`src/rtl/gost28147_pkg.sv`:
```
// Shared definitions for the gost28147 gamma-mode front-end.
//   C1 / C2      : counter step constants for N4 / N3
//   state_t      : front-end sequencing states
//   add_mod32m1  : 32-bit add with end-around carry (modulo 2^32-1, 0xFFFFFFFF kept)
package gost28147_pkg;

    localparam logic [31:0] C1 = 32'h01010104;
    localparam logic [31:0] C2 = 32'h01010101;

    typedef enum logic [2:0] {
        IDLE  = 3'd0,
        SYNC  = 3'd1,
        SWAIT = 3'd2,
        READY = 3'd3,
        GEN   = 3'd4,
        GWAIT = 3'd5,
        OUT   = 3'd6
    } state_t;

    // The carry-out is folded back into bit 0. The second add cannot carry
    // again because the low word is at most 0xFFFFFFFE whenever a carry exists.
    // A carry-free 0xFFFFFFFF result is left as is (never folded to zero).
    function automatic logic [31:0] add_mod32m1(input logic [31:0] a, input logic [31:0] b);
        logic [32:0] sum;
        sum = {1'b0, a} + {1'b0, b};
        return sum[31:0] + {31'b0, sum[32]};
    endfunction

endpackage

```
`src/rtl/gost28147_gamma_ctr.sv`:
```
// N3/N4 counter pair for gamma generation.
// Ports:
//   clk, rst      clock, asynchronous active-low reset
//   load          take load_data as {N4,N3}
//   load_data     64-bit block from the core (encrypted synchro-package)
//   step          advance N3 by C2 (mod 2^32) and N4 by C1 (mod 2^32-1)
//   ctr_next      stepped value {N4+C1, N3+C2}, combinational from the current state
module gost28147_gamma_ctr
    import gost28147_pkg::*;
(
    input  logic        clk,
    input  logic        rst,
    input  logic        load,
    input  logic [63:0] load_data,
    input  logic        step,
    output logic [63:0] ctr_next
);

    logic [31:0] n3_q, n3_d;
    logic [31:0] n4_q, n4_d;
    logic [31:0] n3_step;
    logic [31:0] n4_step;

    always_comb begin
        n3_step = n3_q + C2;
        n4_step = add_mod32m1(n4_q, C1);
        n3_d    = n3_q;
        n4_d    = n4_q;
        if (load) begin
            n3_d = load_data[31:0];
            n4_d = load_data[63:32];
        end else if (step) begin
            n3_d = n3_step;
            n4_d = n4_step;
        end
    end

    always_ff @(posedge clk or negedge rst) begin
        if (!rst) begin
            n3_q <= 32'h0;
            n4_q <= 32'h0;
        end else begin
            n3_q <= n3_d;
            n4_q <= n4_d;
        end
    end

    assign ctr_next = {n4_step, n3_step};

endmodule

```
`src/rtl/gost28147_gamma.sv`:
```
// Gamma (counter) mode front-end for the gost28147 core. Encrypts the
// synchro-package S through the core to seed {N4,N3}, then for every user
// block steps the counter, encrypts it and XORs the result with the block.
// Encrypt and decrypt are the same operation.
// Ports:
//   clk, rst                         clock, asynchronous active-low reset
//   iv, iv_load, iv_ready            synchro-package load (taken in IDLE/READY)
//   din, din_valid, din_ready        input block handshake
//   dout, dout_valid, dout_ready     output block handshake, dout held until taken
//   core_pdata/pvalid/pready         request to core ({N4,N3} or S)
//   core_cdata/cvalid/cready         response from core
//   core_mode                        tied 0, the core always encrypts
// Optional build macro GOST28147_GAMMA_PARTIAL_EN adds din_last/din_nbytes:
// on a last block the bytes at and above din_nbytes are zeroed (0 means all 8)
// and the block returns to IDLE after its output is taken.
//
// state | meaning
// IDLE  | no synchro-package, waiting for iv_load
// SYNC  | S offered to the core
// SWAIT | waiting for E(S)
// READY | counter seeded, waiting for a block
// GEN   | stepped counter offered to the core
// GWAIT | waiting for the gamma
// OUT   | dout offered downstream
module gost28147_gamma
    import gost28147_pkg::*;
(
    input  logic        clk,
    input  logic        rst,
    input  logic [63:0] iv,
    input  logic        iv_load,
    output logic        iv_ready,
    input  logic [63:0] din,
    input  logic        din_valid,
    output logic        din_ready,
`ifdef GOST28147_GAMMA_PARTIAL_EN
    input  logic        din_last,
    input  logic [2:0]  din_nbytes,
`endif
    output logic [63:0] dout,
    output logic        dout_valid,
    input  logic        dout_ready,
    output logic [63:0] core_pdata,
    output logic        core_pvalid,
    input  logic        core_pready,
    output logic        core_mode,
    input  logic [63:0] core_cdata,
    input  logic        core_cvalid,
    output logic        core_cready
);

    state_t      state_q, state_d;
    logic [63:0] din_q, din_d;
    logic [63:0] dout_q, dout_d;
    logic [63:0] pdata_q, pdata_d;
    logic        iv_ready_q, iv_ready_d;
    logic        din_ready_q, din_ready_d;
    logic        dout_valid_q, dout_valid_d;
    logic        pvalid_q, pvalid_d;
    logic        cready_q, cready_d;
    logic        ctr_load;
    logic        ctr_step;
    logic [63:0] ctr_next;
`ifdef GOST28147_GAMMA_PARTIAL_EN
    logic        last_q, last_d;
    logic [2:0]  nbytes_q, nbytes_d;
`endif

    gost28147_gamma_ctr u_ctr (
        .clk       (clk),
        .rst       (rst),
        .load      (ctr_load),
        .load_data (core_cdata),
        .step      (ctr_step),
        .ctr_next  (ctr_next)
    );

    always_comb begin
        state_d  = state_q;
        din_d    = din_q;
        dout_d   = dout_q;
        pdata_d  = pdata_q;
        ctr_load = 1'b0;
        ctr_step = 1'b0;
`ifdef GOST28147_GAMMA_PARTIAL_EN
        last_d   = last_q;
        nbytes_d = nbytes_q;
`endif
        case (state_q)
            IDLE: begin
                if (iv_load) begin
                    pdata_d = iv;
                    state_d = SYNC;
                end
            end
            SYNC: if (core_pready) state_d = SWAIT;
            SWAIT: begin
                if (core_cvalid) begin
                    ctr_load = 1'b1;
                    state_d  = READY;
                end
            end
            READY: begin
                // a new synchro-package has priority over a pending block
                if (iv_load) begin
                    pdata_d = iv;
                    state_d = SYNC;
                end else if (din_valid) begin
                    din_d    = din;
                    ctr_step = 1'b1;
                    pdata_d  = ctr_next;
                    state_d  = GEN;
`ifdef GOST28147_GAMMA_PARTIAL_EN
                    last_d   = din_last;
                    nbytes_d = din_nbytes;
`endif
                end
            end
            GEN: if (core_pready) state_d = GWAIT;
            GWAIT: begin
                if (core_cvalid) begin
                    dout_d = din_q ^ core_cdata;
`ifdef GOST28147_GAMMA_PARTIAL_EN
                    for (int k = 0; k < 8; k++) begin
                        if (last_q && (nbytes_q != 3'd0) && (k[2:0] >= nbytes_q))
                            dout_d[8*k +: 8] = 8'h00;
                    end
`endif
                    state_d = OUT;
                end
            end
            OUT: begin
                if (dout_ready) begin
`ifdef GOST28147_GAMMA_PARTIAL_EN
                    state_d = last_q ? IDLE : READY;
`else
                    state_d = READY;
`endif
                end
            end
            default: state_d = IDLE;
        endcase

        // handshake outputs are registered decodes of the next state
        iv_ready_d   = (state_d == IDLE) || (state_d == READY);
        din_ready_d  = (state_d == READY);
        pvalid_d     = (state_d == SYNC) || (state_d == GEN);
        cready_d     = (state_d == SWAIT) || (state_d == GWAIT);
        dout_valid_d = (state_d == OUT);
    end

    always_ff @(posedge clk or negedge rst) begin
        if (!rst) begin
            state_q      <= IDLE;
            din_q        <= 64'h0;
            dout_q       <= 64'h0;
            pdata_q      <= 64'h0;
            iv_ready_q   <= 1'b1;
            din_ready_q  <= 1'b0;
            dout_valid_q <= 1'b0;
            pvalid_q     <= 1'b0;
            cready_q     <= 1'b0;
`ifdef GOST28147_GAMMA_PARTIAL_EN
            last_q       <= 1'b0;
            nbytes_q     <= 3'd0;
`endif
        end else begin
            state_q      <= state_d;
            din_q        <= din_d;
            dout_q       <= dout_d;
            pdata_q      <= pdata_d;
            iv_ready_q   <= iv_ready_d;
            din_ready_q  <= din_ready_d;
            dout_valid_q <= dout_valid_d;
            pvalid_q     <= pvalid_d;
            cready_q     <= cready_d;
`ifdef GOST28147_GAMMA_PARTIAL_EN
            last_q       <= last_d;
            nbytes_q     <= nbytes_d;
`endif
        end
    end

    assign iv_ready    = iv_ready_q;
    assign din_ready   = din_ready_q;
    assign dout        = dout_q;
    assign dout_valid  = dout_valid_q;
    assign core_pdata  = pdata_q;
    assign core_pvalid = pvalid_q;
    assign core_cready = cready_q;
    assign core_mode   = 1'b0;

endmodule

```
`config.mk`:
```
export PLATFORM = sky130hd
export DESIGN_NAME = gost28147_gamma
export DESIGN_NICKNAME = d
export VERILOG_FILES = /design/src/rtl/gost28147_pkg.sv /design/src/rtl/gost28147_gamma_ctr.sv /design/src/rtl/gost28147_gamma.sv
export SDC_FILE = /design/constraint.sdc
export NUM_CORES = 1
export LEC_CHECK = 0
export CAP_MARGIN = 20
export CORE_MARGIN = 1
export CORE_UTILIZATION = 31
export DETAILED_ROUTE_END_ITERATION = 12
export HOLD_SLACK_MARGIN = 0.05
export PLACE_DENSITY = 0.58
export SYNTH_ARGS = -nofsm -noshare
export SYNTH_HDL_FRONTEND = slang
export SYNTH_HIERARCHICAL = 1
export SYNTH_SLANG_ARGS = --single-unit
export TNS_END_PERCENT = 10
```
`constraint.sdc`:
```
create_clock -name clk -period 5.2 [get_ports clk]
set_clock_uncertainty 0.2 [all_clocks]
set_input_delay 0.78 -clock clk [delete_from_list [all_inputs] [get_ports clk]]
set_output_delay 0.78 -clock clk [all_outputs]
set_load 0.05 [all_outputs]
```
## Yosys cells after proc, flatten, opt, wreduce, memory -nomap -nowiden

Index checks and enable logic that the tools add are counted.

| storage, ports and cells | value |
|---|---|
| input bits | 199 |
| flip-flop bits (word level) | 264 |
| word-level logic and storage cells | 62 |

| operators by class | value |
|---|---|
| mux-type cells | 22 |
| bitwise logic cells | 2 |
| add/subtract/negate cells | 3 |
| reduce and logical (&&, ||, !) cells | 10 |
| equal/unequal tests | 14 |

Operators with widths:

| operator | number |
|---|---|
| two-way mux 64 bit | 3 |
| two-way mux 32 bit | 4 |
| case mux 64 bit (2 select lines) | 1 |
| XOR 64 bit | 1 |
| adder 32 x 25 -> 33 bit (second input constant) | 1 |
| adder 32 x 1 -> 32 bit | 1 |
| adder 32 x 25 -> 32 bit (second input constant) | 1 |
| two-way mux 3 bit | 8 |
| case mux 3 bit (7 select lines) | 1 |
| equality test 3 bit (second input constant) | 6 |
| equality test 3 x 2 -> 1 bit (second input constant) | 4 |
| equality test 3 x 1 -> 1 bit (second input constant) | 2 |
| zero test 3 bit | 2 |
| AND reduction 3 bit | 2 |
| two-way mux 1 bit | 5 |
| nonzero test 2 bit | 2 |
| logical OR 1 bit | 3 |
| != test 3 bit (second input constant) | 1 |
| != test 2 bit (second input constant) | 1 |
| AND reduction 2 bit | 1 |
| NOT 1 bit | 1 |

## Longest topological paths before layout

Gate-level depths: netlist of run 1.

| logic depth | value |
|---|---|
| depth after elaboration | 5 |
| depth in mapped cells | 17 |

## Cells and area by module

The synthesis of run 1 kept the hierarchy.

By module, submodules not included:

| module | instances | cells each | area an instance (um2) | sequential area each (um2) |
|---|---|---|---|---|
| gost28147_gamma | 1 | 732 | 8744.6 | 5006.1 |
| gost28147_gamma_ctr | 1 | 710 | 5559.1 | 1601.5 |

## Worst setup path after synthesis of run 1

OpenSTA, ideal clock, no wires.

| timing path | value |
|---|---|
| path type | reg2reg |
| start | reg u_ctr.n4_q[19] |
| end | reg u_ctr.n4_q[25] |
| cell stages (with the launch flop) | 15 |
| period minus slack after synthesis | 4.139 ns |
| data arrival time | 3.853 ns |
| buffers on the path | 1 |
| setup slack | 1.061 ns |
| path through | dfrtp_1 clkbuf_1 nand3_1 nor2_1 a31oi_1 nor3b_1 ha_1 nand3b_1 or3_1 a31o_2 nor2_1 o211ai_1 or4b_4 a2111o_1 o211ai_1 |

| on the way | value |
|---|---|
| word-level cells in the longest chain between the ends | 4 |

RTL lines:

| item | line | text |
|---|---|---|
| from (decl) | gost28147_gamma_ctr.sv:20 | `logic [31:0] n4_q, n4_d;` |
| from (signal assigned) | gost28147_gamma_ctr.sv:44 | `n4_q <= n4_d;` |
| adder 32 x 25 -> 33 bit | gost28147_pkg.sv:25 | `sum = {1'b0, a} + {1'b0, b};` |
| adder 32 x 1 -> 32 bit | gost28147_pkg.sv:26 | `return sum[31:0] + {31'b0, sum[32]};` |
| two-way mux 32 bit | gost28147_gamma_ctr.sv:32 | `end else if (step) begin` |
| two-way mux 32 bit | gost28147_gamma_ctr.sv:29 | `if (load) begin` |

No other way between the ends. The select of a mux whose other input is x is not followed.
A chain may end at the register's enable or synchronous reset.

## Final worst setup path of run 1

| timing path | value |
|---|---|
| start | reg u_ctr.n4_q[4] |
| end | reg pdata_q[63], in the netlist core_pdata[63] |

| on the way | value |
|---|---|
| word-level cells in the longest chain between the ends | 5 |

RTL lines:

| item | line | text |
|---|---|---|
| adder 32 x 25 -> 33 bit | gost28147_pkg.sv:25 |  |
| adder 32 x 1 -> 32 bit | gost28147_pkg.sv:26 |  |
| net ctr_next[63] | gost28147_gamma.sv:63 | `logic [63:0] ctr_next;` |
| two-way mux 64 bit | gost28147_gamma.sv:108 | `end else if (din_valid) begin` |
| two-way mux 64 bit | gost28147_gamma.sv:105 | `if (iv_load) begin` |
| case mux 64 bit (2 select lines) | gost28147_gamma.sv:89 | `case (state_q)` |
| to (signal assigned) | gost28147_gamma.sv:171 | `pdata_q <= pdata_d;` |
| to (decl) | gost28147_gamma.sv:55 | `logic [63:0] pdata_q, pdata_d;` |

The timed path passes the listed nets, and every way through them passes these cells. The select of a mux whose other input is x is not followed.

==> run summary, run 1 <==
SETUP PATH
----------------------------------------------------------------------------------------------------
Critical Path Fanout Max ..............................................................           12
Arrival time worst endpoint ...........................................................      4.80 ns
Data required time at the worst endpoint ..............................................      5.38 ns
Type of destination of the critical path ..............................................         flop
Crit. Startpoint ...................................................................... u_ctr/n4_q[4]
Critical path class ................................................................... flop to flop
Worst Setup Start Kind ................................................................         flop
Source of the worst register-to-register timing path .................................. u_ctr/n4_q[4]

TIMING
----------------------------------------------------------------------------------------------------
Minimum clock period after layout .....................................................      4.62 ns
Final count of negative-setup-slack endpoints .........................................            0
Worst-case headroom to the max-slew limit .............................................        0.461
Unrepaired setup endpoints after global routing .......................................           no
Final cycle utilization of the critical path ..........................................        0.888
Slew Viols, Final .....................................................................            0
TNS Setup .............................................................................         0 ns
Timing-limited maximum frequency ......................................................      217 MHz
Actual slew at the worst max-slew pin .................................................     0.795 ns
Final count of hold timing violations .................................................            0
Final hold slack ......................................................................     0.278 ns

CLOCK TREE
----------------------------------------------------------------------------------------------------
Total CTS buffers .....................................................................           35
Count of instances resized after the clock tree is built ..............................            0
Max Buffers Root-to-Sink ..............................................................            3
Clock sink count ......................................................................          264
Clock latency on the worst-skew pair ..................................................      0.53 ns
Postcts setup bufs ....................................................................            0
Clock tree from TritonCTS .............................................................          yes
Clock-pin slew reported for the worst setup and hold paths after clock tree synthesis .      0.06 ns
Number of H-tree levels ...............................................................            2
CTS hold repair buffers ...............................................................            1
Clock tree root driver cell ........................................................... sky130_fd_sc_hd__clkbuf_16

PLACED DESIGN
----------------------------------------------------------------------------------------------------
Count of port buffers added during placement ..........................................          331
Placed wire-length estimate after detailed placement ..................................      30.3 mm
Weighted congestion at the end of routability-driven global placement .................        0.889
Post-placement cell area ..............................................................   18000 um^2

DETAILED ROUTING
----------------------------------------------------------------------------------------------------
Post-route DRC violation count ........................................................            0
DR WL/cell ............................................................................      18.5 um
Via count .............................................................................        11.6k
Number of iterations in the first detailed-routing pass ...............................            5
Wirelength, routed ....................................................................      43.6 mm
Via density per instance ..............................................................         4.90
Violation count after the first detailed-route iteration ..............................          563
Count of nets left with antenna violations after detail routing .......................            0

POWER
----------------------------------------------------------------------------------------------------
Worst VDD drop ........................................................................     0.462 mV
Power density over the cells ..........................................................  661 nW/um^2
Internal ..............................................................................      7060 uW
Share of total power in combinational logic ...........................................        0.489
P_sw ..................................................................................      5700 uW
Sequential Power Share ................................................................        0.308
Switching share of power ..............................................................        0.447
Clock network fraction of design power ................................................        0.203
Total leakage power ...................................................................   0.00751 uW

LOGIC SYNTHESIS
----------------------------------------------------------------------------------------------------
Number of enable flip-flop cells after synthesis ......................................            0
Synth Area per Inst ...................................................................    9.92 um^2
Synth Register Bits ...................................................................          264
Post-Synthesis Net Count ..............................................................         1647
Primary FF master, synth .............................................................. sky130_fd_sc_hd__dfrtp_1
Distinct cell type count of the synthesized netlist ...................................           82
Post-synthesis cell count .............................................................         1442
Proportion of synthesized chip area in sequential cells ...............................        0.462
Count of warnings emitted by yosys ....................................................            6
Share of synthesized flip-flops with an asynchronous set or reset .....................         1.00
Post-synth design cell area ...........................................................   14300 um^2

FLOORPLAN
----------------------------------------------------------------------------------------------------
Die Width .............................................................................       217 um
Die Area ..............................................................................   47000 um^2
Floorplan die height ..................................................................       217 um
Cell Rows .............................................................................           78
I/O pin count .........................................................................          333
Starting utilization of the core area .................................................        0.315
Area of the core region ...............................................................   45500 um^2

FINAL LAYOUT
----------------------------------------------------------------------------------------------------
Final Instance Area ...................................................................   19300 um^2
Share of the core filled with cells in the final layout ...............................        0.424
Area growth syn-to-layout .............................................................        34.9%
Layout cell share with drive strength beyond 1 ........................................        0.103
NumNets Final .........................................................................         1941
Fill cell instance count of the final layout ..........................................         4489

GLOBAL ROUTING
----------------------------------------------------------------------------------------------------
Global Route Usage Sum ................................................................        0.187
Overall overflow remaining after global route .........................................            0
Number of global-route vias before repair .............................................        12.0k
Maximum number of pins on one net before global-route repair ..........................          129
Antenna violations before repair ......................................................            4
First-pass GRT wire length ............................................................      68.9 mm

MIN PATH
----------------------------------------------------------------------------------------------------
Hold path start .......................................................................     dout[62]
Worst min path class .................................................................. flop to flop

JOB
----------------------------------------------------------------------------------------------------
Count of maximum capacitance violations ...............................................            0

OUTCOME
----------------------------------------------------------------------------------------------------
Status ................................................................................    completed

-- metal layers --
layer	routed length, um	global-route usage
met5	46	0
met4	953	0.0451
met3	3060	0.0558
met2	20700	0.312
met1	18900	0.236
-- layout by cell type (no fill, tap or decap), drive strengths merged, types with 9 or more instances in the layout --
| master | instances |
|---|---|
| nand2 | 187 |
| nand2b | 10 |
| and3 | 16 |
| dfrtp | 263 |
| clkbuf | 47 |
| nor4 | 9 |
| nand4 | 19 |
| o21ai | 127 |
| nor2b | 17 |
| clkinv | 11 |
| xor2 | 55 |
| mux2i | 84 |
| nor3 | 19 |
| nand3 | 29 |
| nor2 | 98 |
| a21oi | 88 |
| buf | 20 |
| and2 | 12 |
| a31oi | 9 |
| inv | 17 |
| mux2 | 66 |
| xnor2 | 114 |
| clkdlybuf4s50 | 330 |
-- worst max-delay path, cell delays in order, from the launching register on --
cell and delay, ns:
sky130_fd_sc_hd__dfrtp_1 0.53, sky130_fd_sc_hd__and4_1 0.49, sky130_fd_sc_hd__a211o_1 0.25, sky130_fd_sc_hd__a31oi_1 0.15, sky130_fd_sc_hd__nor3b_1 0.30, sky130_fd_sc_hd__ha_1 0.25
sky130_fd_sc_hd__nand3b_1 0.12, sky130_fd_sc_hd__or3_1 0.40, sky130_fd_sc_hd__a31o_2 0.27, sky130_fd_sc_hd__nor2_1 0.31, sky130_fd_sc_hd__o2111ai_1 0.22, sky130_fd_sc_hd__nor4_2 0.47
sky130_fd_sc_hd__nand2_1 0.13, sky130_fd_sc_hd__xnor2_1 0.15, sky130_fd_sc_hd__mux2i_1 0.15, sky130_fd_sc_hd__a21oi_1 0.08
-- cells in the mapped netlist, types with 24 or more instances --
library cell	count	area share
sky130_fd_sc_hd__dfrtp_1	263	0.46
sky130_fd_sc_hd__nand2_1	186	0.049
sky130_fd_sc_hd__o21ai_0	127	0.044
sky130_fd_sc_hd__xnor2_1	114	0.070
sky130_fd_sc_hd__nor2_1	98	0.026
sky130_fd_sc_hd__mux2i_1	84	0.059
sky130_fd_sc_hd__a21oi_1	66	0.023
sky130_fd_sc_hd__mux2_2	57	0.045
sky130_fd_sc_hd__xor2_1	55	0.034
sky130_fd_sc_hd__clkbuf_1	45	0.012
sky130_fd_sc_hd__nand3_1	29	0.010
sky130_fd_sc_hd__buf_2	24	0.0084
-- kinds of logic after synthesis --
group / share of synthesized area
XOR/XNOR: 0.103
other: 0.000262
flip-flops: 0.462
adder cells (fa/ha/maj): 0.00525
AO/OA/AOI/OAI: 0.122
multiplexers: 0.111
buffers and inverters: 0.0428
AND/OR/NAND/NOR: 0.154
-- sequential cells by signal, indices dropped and copies added, names as in the netlist --
signal	flops
core_cready	1
core_pdata	64
core_pvalid	1
din_q	64
din_ready	1
dout	64
dout_valid	1
iv_ready	1
state_q	3
u_ctr/n3_q	32
u_ctr/n4_q	32
-- worst paths after layout --
path	endpoint	slack, ns	depth (start not counted)
setup / recovery	core_pdata[63]	0.58	15
hold / removal	dout[62]	0.28	2
setup reg to reg	core_pdata[63]	0.58	15
hold reg to reg	dout[62]	0.28	2
max in group asynchronous	core_pdata[43]	3.20	3
min in group asynchronous	din_q[11]	0.58	2
-- per-stage QoR --
| stage | total power, uW | worst slack [ns] | instances |
|---|---|---|---|
| after floorplan | 8180 | 1.06 | 1442 |
| after global placement | 10100 | 0.774 | 2297 |
| after detailed placement | 10200 | 0.665 | 2297 |
| after CTS | 12900 | 0.633 | 2361 |
| after global routing | 13600 | 0.238 | 2363 |
| final | 12800 | 0.581 | 2363 |
-- power groups by stage --
stage | registers, uW | logic [uW] | clock network (uW)
floorplan | 5430 | 2750 | 0
global placement | 3910 | 6230 | 0
detailed placement | 3950 | 6270 | 0
CTS | 3930 | 6300 | 2680
global route | 4080 | 6720 | 2760
finish | 3930 | 6240 | 2590
-- area by class of cell --
class                   instances  area (um^2)  area share
multi-input cells            1067         7110       0.368
flip-flops and latches        264         6610       0.342
repair buffers                351         3530       0.183
clock buffers                  47         1020      0.0530
well taps                     600          751      0.0389
clock inverters                16          213      0.0110
inverters                      17         63.8     0.00331
diodes                          1         2.50    0.000130
No activity file was read; power rests on OpenSTA's default activity.
==> inputs of run 2 (changes only) <==
Settings changed: CTS_BUF_LIST from default to sky130_fd_sc_hd__clkbuf_16, PLACE_DENSITY 0.58 to 0.6.
Clock period 5.2 ns to 4 ns, I/O delays scaled along.
==> run 2 against run 1 <==
Effect of this change: setup slack got worse by 0.33 ns; cell area rose by 0.63%; worst hold slack improved by 0.0028 ns; via count rose by 2.1%; first-iteration DRC count rose by 15%; critical endpoint is now core_pdata[61].
==> run summary, run 2 (synthesis gave the netlist of run 1 again) <==
POWER
----------------------------------------------------------------------------------------------------
Power density over the cells ..........................................................  833 nW/um^2   +26%
Sequential Power Share ................................................................        0.304   -0.004
Switching share of power ..............................................................        0.456   +0.00974
Internal ..............................................................................      8790 uW   +25%
Total leakage power ...................................................................   0.00764 uW   +1.8%
Clock network fraction of design power ................................................        0.163   -0.040
Worst VDD drop ........................................................................     0.517 mV   +12%
P_sw ..................................................................................      7380 uW   +30%
Share of total power in combinational logic ...........................................        0.533   +0.044

GLOBAL ROUTING
----------------------------------------------------------------------------------------------------
Maximum number of pins on one net before global-route repair ..........................          129   unchanged
M3 GR Usage ...........................................................................       0.0498   -0.00601
Overall overflow remaining after global route .........................................            0   unchanged
Antenna violations before repair ......................................................            1   -3
Met1 Track Usage GR ...................................................................        0.234   -0.00198
GRT busiest layer .....................................................................         met2
First-pass GRT wire length ............................................................      69.4 mm   +0.69%
Global Route Usage Sum ................................................................        0.186   -0.000741
Number of global-route vias before repair .............................................        12.2k   +2.2%
Global Route met2 Usage ...............................................................        0.320   +0.00844

FINAL LAYOUT
----------------------------------------------------------------------------------------------------
NumNets Final .........................................................................         1990   +2.5%
Most common cell after layout, fill and taps aside .................................... sky130_fd_sc_hd__clkdlybuf4s50_1
Highest-count cells in the layout ignoring fill and taps .............................. sky130_fd_sc_hd__clkdlybuf4s50_1 (330), sky130_fd_sc_hd__dfrtp_1 (263), sky130_fd_sc_hd__nand2_1 (186), sky130_fd_sc_hd__o21ai_0 (126), sky130_fd_sc_hd__xnor2_1 (114)
Layout cell share with drive strength beyond 1 ........................................        0.120   +0.0166
Area growth syn-to-layout .............................................................        35.8%
Count of placed standard cells in the final layout, fillers left out ..................         2402   +1.7%
Final Instance Area ...................................................................   19400 um^2   +0.63%

PLACED DESIGN
----------------------------------------------------------------------------------------------------
Weighted congestion at the end of routability-driven global placement .................        0.888   -0.10%
Placed wire-length estimate after detailed placement ..................................      31.8 mm   +4.9%
Post-placement cell area ..............................................................   18500 um^2   +2.4%
Count of port buffers added during placement ..........................................          331   unchanged
Number of placed cells counting well taps .............................................         2350   +2.3%

TIMING
----------------------------------------------------------------------------------------------------
TNS Setup .............................................................................         0 ns   unchanged
Worst-case headroom to the max-slew limit .............................................        0.418   -0.0431
Minimum clock period after layout .....................................................      3.75 ns   -0.871 ns
Final hold slack ......................................................................     0.281 ns   +0.00283 ns
Final cycle utilization of the critical path ..........................................        0.937   +0.0487
Unrepaired setup endpoints after global routing .......................................           no
Timing-limited maximum frequency ......................................................      267 MHz   +23%
Final count of hold timing violations .................................................            0   unchanged
Final count of negative-setup-slack endpoints .........................................            0   unchanged
Slew Viols, Final .....................................................................            0   unchanged
Actual slew at the worst max-slew pin .................................................     0.871 ns   +0.0762 ns

FLOORPLAN
----------------------------------------------------------------------------------------------------
Floorplan die height ..................................................................       217 um   unchanged
Area of the core region ...............................................................   45500 um^2   unchanged
Cell Rows .............................................................................           78   unchanged
Starting utilization of the core area .................................................        0.315   unchanged
Die Area ..............................................................................   47000 um^2   unchanged
I/O pin count .........................................................................          333   unchanged
Die Width .............................................................................       217 um   unchanged

CLOCK TREE
----------------------------------------------------------------------------------------------------
Max Buffers Root-to-Sink ..............................................................            3   unchanged
Clock-pin slew reported for the worst setup and hold paths after clock tree synthesis .      0.06 ns   about the same
Clock tree from TritonCTS .............................................................          yes
Clock tree root driver cell ........................................................... sky130_fd_sc_hd__clkbuf_16
Total CTS buffers .....................................................................           31   -11%
Clock sink count ......................................................................          264   unchanged
Clock latency on the worst-skew pair ..................................................      0.58 ns   +0.05 ns
Number of H-tree levels ...............................................................            1   -1

DETAILED ROUTING
----------------------------------------------------------------------------------------------------
Wirelength, routed ....................................................................      43.9 mm   +0.68%
Violation count after the first detailed-route iteration ..............................          646   +15%
Count of nets left with antenna violations after detail routing .......................            0   unchanged
Via density per instance ..............................................................         4.93   +0.48%
Number of iterations in the first detailed-routing pass ...............................            6   +1
Post-route DRC violation count ........................................................            0   unchanged
DR WL/cell ............................................................................      18.3 um   -0.95%
Via count .............................................................................        11.8k   +2.1%

JOB
----------------------------------------------------------------------------------------------------
Count of maximum capacitance violations ...............................................            0   unchanged

SETUP PATH
----------------------------------------------------------------------------------------------------
Worst R2R End ......................................................................... core_pdata[61]
Source of the worst register-to-register timing path .................................. u_ctr/n4_q[7]
Critical Path Fanout Max ..............................................................            4   -8
Arrival time worst endpoint ...........................................................      4.06 ns   -0.74 ns
Register-to-Register Setup Slack ......................................................      0.25 ns   -0.33 ns
Worst r2r path cells ..................................................................           15   unchanged
Type of destination of the critical path ..............................................         flop
Data required time at the worst endpoint ..............................................      4.31 ns   -1.07 ns
Critical path class ................................................................... flop to flop
Worst Setup Start Kind ................................................................         flop

MIN PATH
----------------------------------------------------------------------------------------------------
Hold path start .......................................................................     dout[18]
Min-Delay Path Depth ..................................................................            2   unchanged
Hold Crit Endpoint ....................................................................     dout[18]
Worst min path class .................................................................. flop to flop

OUTCOME
----------------------------------------------------------------------------------------------------
Status ................................................................................    completed

## run 2: cell types whose count changed in the layout (fill, tap and decap cells not counted), moves of 4 or more
cell | previous run | this run
sky130_fd_sc_hd__buf_4 | 14 | 64
sky130_fd_sc_hd__clkbuf_1 | 4 | 0
sky130_fd_sc_hd__clkbuf_16 | 37 | 31
sky130_fd_sc_hd__clkbuf_8 | 6 | 0
sky130_fd_sc_hd__clkinv_1 | 0 | 4
sky130_fd_sc_hd__clkinv_2 | 9 | 2
sky130_fd_sc_hd__inv_1 | 17 | 26
## run 2: how the worst max path moves through the flow
| stage | cells past startpoint | slack, ns | to | start |
|---|---|---|---|---|
| final | 15 | 0.25 | core_pdata[61] | u_ctr/n4_q[7] |
| after global routing | 16 | 0.02 | core_pdata[61] | u_ctr/n4_q[12] |
| after CTS | 14 | 0.03 | u_ctr/n4_q[25] | u_ctr/n4_q[12] |
| after detailed placement | 16 | -0.14 | core_pdata[61] | u_ctr/n4_q[12] |
| after global placement | 14 | 0.03 | u_ctr/n4_q[25] | u_ctr/n4_q[12] |
| after floorplan | 14 | 0.007 | u_ctr/n4_q[25] | u_ctr/n4_q[19] |
## run 2: what timing repair did
action,4_1_cts,5_1_grt
pin swaps,0,3
setup endpoints to repair,9,16
gates resized for setup,2,2
hold buffers,1,0
endpoints found under the hold margin,74,0
setup buffers,0,1
cloned,0,0
## run 2: through the flow
| stage | util | total power [uW] | setup WS [ns] |
|---|---|---|---|
| detailed placement | 0.406 | 13600 | -0.144 |
| CTS | 0.427 | 16300 | 0.0343 |
| global route | 0.427 | 17200 | 0.0176 |
| global placement | 0.406 | 13500 | 0.0254 |
| finish | 0.427 | 16200 | 0.252 |
| floorplan | - | 10600 | 0.00720 |
## run 2: layout make-up
type                    count  area (um^2)
diodes                      1         2.50
clock buffers              31          776
clock inverters            18          128
fillers                  4478        26100
inverters                  17         63.8
multi-input cells        1067         7120
flip-flops and latches    264         6610
well taps                 600          751
repair buffers            404         3970
## run 2: worst max-delay path: stages (launching register included)
cell	delay [ns]
sky130_fd_sc_hd__dfrtp_1	0.38
sky130_fd_sc_hd__and4_1	0.25
sky130_fd_sc_hd__a211o_1	0.21
sky130_fd_sc_hd__a31oi_1	0.15
sky130_fd_sc_hd__nor3b_2	0.22
sky130_fd_sc_hd__ha_1	0.19
sky130_fd_sc_hd__nand3b_1	0.09
sky130_fd_sc_hd__or3_1	0.38
sky130_fd_sc_hd__a31o_2	0.26
sky130_fd_sc_hd__nor2_4	0.19
sky130_fd_sc_hd__o2111ai_1	0.19
sky130_fd_sc_hd__nor4_2	0.36
sky130_fd_sc_hd__buf_4	0.18
sky130_fd_sc_hd__xor2_1	0.20
sky130_fd_sc_hd__mux2i_1	0.10
sky130_fd_sc_hd__a21oi_1	0.15
## run 2: metal layers
metal  routed length (um)  vias to the layer above
li1                     -                     5685
met1                18800                     5763
met2                21400                      323
met3                 3000                       57
met4                  769                        2
met5                   13                        -
## run 2: power groups by stage
| stage | clock network (uW) | registers (uW) | logic (uW) |
|---|---|---|---|
| floorplan | 0 | 7060 | 3580 |
| global placement | 0 | 4900 | 8570 |
| detailed placement | 0 | 4960 | 8650 |
| CTS | 2740 | 4930 | 8680 |
| global route | 2840 | 5090 | 9250 |
| finish | 2630 | 4910 | 8630 |
